### config.mk
export PLATFORM = sky130hd
export DESIGN_NAME = linebuffer_reader
export DESIGN_NICKNAME = d
export VERILOG_FILES = /design/src/rtl/linebuffer_reader.sv
export SDC_FILE = /design/constraint.sdc
export NUM_CORES = 1
export LEC_CHECK = 0
export BUFFER_PORTS_ARGS = -buffer_cell sky130_fd_sc_hd__clkbuf_2
export CORE_MARGIN = 2
export CORE_UTILIZATION = 57
export CTS_BUF_LIST = sky130_fd_sc_hd__clkbuf_8
export DETAILED_ROUTE_END_ITERATION = 8
export GPL_ROUTABILITY_DRIVEN = 0
export GPL_TIMING_DRIVEN = 0
export HOLD_SLACK_MARGIN = 0.03
export PLACE_DENSITY = 0.82
export SYNTH_ARGS = -nofsm -noshare
export SYNTH_HDL_FRONTEND = slang
export SYNTH_SLANG_ARGS = --single-unit
### constraint.sdc
create_clock -name clk -period 3.1 [get_ports clk]
set_input_delay 0.465 -clock clk [delete_from_list [all_inputs] [get_ports clk]]
set_output_delay 0.465 -clock clk [all_outputs]
set_load 0.01 [all_outputs]
### src/rtl/linebuffer_reader.sv
// Reads one line from a synchronous line RAM and streams it out as AXI4-Stream beats.
// Define LINEBUFFER_READER_REVERSE_EN to read the line mirrored (last_addr down to 0).
module linebuffer_reader #(
  parameter int C_DATA_WIDTH    = 8,
  parameter int C_ADDRESS_WIDTH = 8
) (
  input  logic                       clk,
  input  logic                       reset,
  input  logic                       start,
  input  logic                       sof,
  input  logic [C_ADDRESS_WIDTH-1:0] last_addr,
  output logic                       busy,
  output logic                       done,
  output logic                       rd_en,
  output logic [C_ADDRESS_WIDTH-1:0] rd_addr,
  input  logic [C_DATA_WIDTH-1:0]    rd_data,
  output logic                       m_axis_tvalid,
  output logic [C_DATA_WIDTH-1:0]    m_axis_tdata,
  output logic                       m_axis_tuser,
  output logic                       m_axis_tlast,
  input  logic                       m_axis_tready
);

  localparam logic [C_ADDRESS_WIDTH-1:0] ADDR_ONE = 1;

  typedef enum logic [1:0] {IDLE, RUN, DRAIN} state_t;

  state_t                      state_q, state_d;
  logic [C_ADDRESS_WIDTH-1:0]  addr_q, addr_d;
  logic                        first_q, first_d;
  logic                        sof_q;
`ifndef LINEBUFFER_READER_REVERSE_EN
  logic [C_ADDRESS_WIDTH-1:0]  last_q;
`endif

  logic                        infl_q, infl_user_q, infl_last_q;
  logic [C_DATA_WIDTH-1:0]     fifo_data_q [2];
  logic [1:0]                  fifo_user_q, fifo_last_q;
  logic                        wr_ptr_q, rd_ptr_q;
  logic [1:0]                  count_q;
  logic                        done_q;

  logic                        pop, push, can_issue, final_addr;
  logic                        head_user, head_last;
  logic [2:0]                  occ;

  assign push      = infl_q;
  assign pop       = m_axis_tvalid & m_axis_tready;
  // Count a beat leaving this cycle as free space so the stream sustains one beat per cycle.
  assign occ       = {1'b0, count_q} + {2'b00, infl_q} - {2'b00, pop};
  assign can_issue = (occ < 3'd2);
  assign head_user = fifo_user_q[rd_ptr_q];
  assign head_last = fifo_last_q[rd_ptr_q];

`ifdef LINEBUFFER_READER_REVERSE_EN
  assign final_addr = (addr_q == '0);
`else
  assign final_addr = (addr_q == last_q);
`endif

  always_comb begin
    state_d = state_q;
    addr_d  = addr_q;
    first_d = first_q;
    rd_en   = 1'b0;
    case (state_q)
      IDLE: begin
        if (start) begin
          state_d = RUN;
          first_d = 1'b1;
`ifdef LINEBUFFER_READER_REVERSE_EN
          addr_d  = last_addr;
`else
          addr_d  = '0;
`endif
        end
      end
      RUN: begin
        if (can_issue) begin
          rd_en   = 1'b1;
          first_d = 1'b0;
          if (final_addr) begin
            state_d = DRAIN;
          end else begin
`ifdef LINEBUFFER_READER_REVERSE_EN
            addr_d = addr_q - ADDR_ONE;
`else
            addr_d = addr_q + ADDR_ONE;
`endif
          end
        end
      end
      DRAIN: begin
        if (pop && head_last) begin
          state_d = IDLE;
        end
      end
      default: state_d = IDLE;
    endcase
  end

  always_ff @(posedge clk) begin
    if (reset) begin
      state_q <= IDLE;
      addr_q  <= '0;
      first_q <= 1'b0;
      sof_q   <= 1'b0;
`ifndef LINEBUFFER_READER_REVERSE_EN
      last_q  <= '0;
`endif
      done_q  <= 1'b0;
    end else begin
      state_q <= state_d;
      addr_q  <= addr_d;
      first_q <= first_d;
      done_q  <= (state_q == DRAIN) && pop && head_last;
      if (state_q == IDLE && start) begin
        sof_q  <= sof;
`ifndef LINEBUFFER_READER_REVERSE_EN
        last_q <= last_addr;
`endif
      end
    end
  end

  // Tags travel with the read so the FIFO entry knows whether it opens or closes the line.
  always_ff @(posedge clk) begin
    if (reset) begin
      infl_q      <= 1'b0;
      infl_user_q <= 1'b0;
      infl_last_q <= 1'b0;
    end else begin
      infl_q      <= rd_en;
      infl_user_q <= rd_en & first_q & sof_q;
      infl_last_q <= rd_en & final_addr;
    end
  end

  always_ff @(posedge clk) begin
    if (reset) begin
      for (int unsigned i = 0; i < 2; i++) begin
        fifo_data_q[i] <= '0;
      end
      fifo_user_q <= '0;
      fifo_last_q <= '0;
      wr_ptr_q    <= 1'b0;
      rd_ptr_q    <= 1'b0;
      count_q     <= '0;
    end else begin
      if (push) begin
        fifo_data_q[wr_ptr_q] <= rd_data;
        fifo_user_q[wr_ptr_q] <= infl_user_q;
        fifo_last_q[wr_ptr_q] <= infl_last_q;
        wr_ptr_q              <= ~wr_ptr_q;
      end
      if (pop) begin
        rd_ptr_q <= ~rd_ptr_q;
      end
      case ({push, pop})
        2'b10:   count_q <= count_q + 2'd1;
        2'b01:   count_q <= count_q - 2'd1;
        default: count_q <= count_q;
      endcase
    end
  end

  assign busy          = (state_q != IDLE);
  assign done          = done_q;
  assign rd_addr       = (state_q == RUN) ? addr_q : '0;
  assign m_axis_tvalid = (count_q != 2'd0);
  assign m_axis_tdata  = m_axis_tvalid ? fifo_data_q[rd_ptr_q] : '0;
  assign m_axis_tuser  = m_axis_tvalid & head_user;
  assign m_axis_tlast  = m_axis_tvalid & head_last;

endmodule

==> metrics.txt <==
Async SR Flop Fraction=0%; Hold Crit Class=in -> reg; via/cell ratio=5.240; main flop type after synthesis=dfxtp_1; Vias=1745; Post-Synth Adder-Cell Area=1.457%; number of routed nets with antenna violations=0; Core Util, Final=69.60%; Die Y=66.60 um; sequential fraction of the synthesis area=51.09%; CP max stage cell=dfxtp_1; clock network fraction of total power=28.1%; actual slew at the worst max-slew pin=0.5575 ns; first-pass GRT wire length=6872 um; die outline area=4435 um^2; clk buf depth=2; Rel. slew slack=62.83%; Leakage=1.063 nW; Worst Setup End Kind=output port; core area=3716 um^2; Synth Warn #=0; area leader, netlist=dfxtp_1; final setup TNS=0 ns; DRC viols=0; placed cell area=2499 um^2; Synth Area in Compound Gates=10.81%; most area-consuming cells after synthesis=dfxtp_1 30%, edfxtp_1 22%, and2_1 6.4%; crit path cell chain=and3_1, a21o_1, nand2_1, fa_1, xor2_1, or3_4, inv_2, clkbuf_2; Max Cap Violations=0; worst skew pair latency=0.29 ns; Clock Skews=0.006720 ns; Post-Syn Area=2233 um^2; Clock Sinks=49; cells after synthesis=236; register-to-register setup slack=0.44 ns; drt first pass iters=4; maximum clock frequency=343.8 MHz; Post CTS Setup Buffer Count=0; mux cell area share after synthesis=4.930%; Syn Nets=259; Final Cycle Share=93.83%; internal power=0.0009297 W; Synth Area in XOR/XNOR=4.706%; CP Max Fanout=7; Post-CTS Hold Buffers=0; RSZ-0062 raised after global routing=no; min Tclk post-route=2.909 ns; DR iter-0 viols=102; clk slew on worst S/H paths=0.08 ns; Root Buffer=clkbuf_8; Crit path largest cell delay=0.46 ns; Critical Path AT=2.44 ns; Post-Layout Cell Count=333; grt ovf=0; PwrDens=490.7 nW/um^2; IO Pins=43; Synth top area share=29.58%; final WL=4132 um; Crit Path Class=reg -> out; # nets final=307; Simple-Gate Fraction of Synth Area=23.14%; htree depth=2; post-route cell area=2586 um^2; startpoint types=flop; Row Count=22; Flop pwr share=56.8%; Seq cells post-synth=49; Cell variety after synth=40; Data required, critical path=2.63 ns; vias in the first global route=1507; EDFF count, synth=16; max-slew violation count=0; CTS tree=yes; top-count cell post-synth=dfxtp_1; placed insts=325; critical path buffer and inverter count=2; Ant. Diodes=0; Net Sw Frac=26.74%; CP top delay family=simple AND/OR/NAND/NOR gates; cts repair resizes=0; Comb power frac=15.2%; HPWL after DPL=3169 um; Starting Density=60.10%; Max VDD drop=0.3980 mV; Area growth, synth to finish=15.80%; CTS buffer count=5; outcome=complete, no violations; Port Buffers=41; initial antenna violation count=0; syn avg cell area=9.464 um^2; wire length per cell=12.41 um; Die W=66.60 um; largest family of logic cells by synthesized area=simple AND/OR/NAND/NOR gates; Setup violations, final=0; largest net degree at the start of global routing=16; final hold vios=0; layout cell share with drive strength beyond 1=19.30%; commonest cells in the netlist=33 x dfxtp_1, 31 x nand2_1, 23 x and2_1, 23 x nor2_1, 17 x a21oi_1; total track usage=20.61%; sw power=0.0003394 W
[tightest hold or removal path, cell delays in order]
cell and delay [ns]:
clkbuf_2 0.08, nand2_1 0.04, a21oi_1 0.05
[per-layer routing]
layer | track usage, % | part of all wire, % | vias up
met1 | 27.57 | 45 | 794
li1 | - | - | 903
met2 | 33.75 | 49 | 44
met3 | 3.716 | 4.6 | 4
met5 | 0 | 0 | -
met4 | 6.888 | 1.1 | 0
[cell type report]
cell class | instances | area [um^2]
multi-input combinational | 164 | 1006
clock inverter | 3 | 18.77
inverter | 13 | 48.80
timing repair buffer | 41 | 205.2
sequential | 49 | 1141
buffer | 10 | 37.54
clock buffer | 5 | 68.82
tap | 48 | 60.06
fill | 312 | 1130
[final timing paths]
| kind | from | to | cells past startpoint |
|---|---|---|---|
| worst min register to register | sof_q | sof_q | 2 |
| worst max register to register | count_q[1] | addr_q[3] | 10 |
| worst min-delay path | last_addr[7] | last_q[7] | 3 |
| worst max-delay path | count_q[1] | rd_en | 8 |
[through the flow]
stage | total power, W | hold WS (ns) | worst slack [ns]
after floorplan | 0.0008689 | 0.4319 | 0.6243
after global placement | 0.0009206 | 0.4436 | 0.3935
after detailed placement | 0.0009266 | 0.4484 | 0.3653
after CTS | 0.001279 | 0.3761 | 0.1894
after global routing | 0.001337 | 0.3916 | 0.03499
final | 0.001269 | 0.3856 | 0.1913
[logic make-up after synthesis]
logic type,count (synthesis)
AND/OR/NAND/NOR,101
flip-flops,49
AO/OA/AOI/OAI,38
buffers and inverters,23
XOR/XNOR,12
multiplexers,11
adder cells (fa/ha/maj),2
[power groups by stage]
| stage | sequential (W) | clock (W) | combinational [W] |
|---|---|---|---|
| 2_1_floorplan | 0.000730 | 0 | 0.000139 |
| 3_3_place_gp | 0.000734 | 0 | 0.000186 |
| 3_5_place_dp | 0.000736 | 0 | 0.000191 |
| 4_1_cts | 0.000720 | 0.000366 | 0.000193 |
| 5_1_grt | 0.000725 | 0.000397 | 0.000215 |
| 6_report | 0.000720 | 0.000356 | 0.000193 |
[flip-flops by register name, summed over array words and instances (netlist names), 2 cells and up, named ones only]
signal,cells
addr_q,8
count_q,2
fifo_user_q,2
last_q,8
state_q,2
fifo_last_q,2
fifo_data_q,16
[cell usage in the layout (no fill, tap or decap), types with 2 or more instances in the layout]
master	count
clkbuf_2	41
dfxtp_1	33
nand2_1	31
nor2_1	23
and2_1	23
a21oi_1	17
edfxtp_1	16
inv_1	13
mux2i_1	11
clkbuf_1	10
xnor2_1	10
and3_1	5
clkbuf_8	5
or3_1	4
a22o_1	4
nand3_1	3
o21ai_0	3
xor2_1	2
nand4_1	2
or2_2	2
a22oi_1	2
o32ai_1	2
o22ai_1	2
clkinvlp_4	2
(Power assumes the default switching activity.)
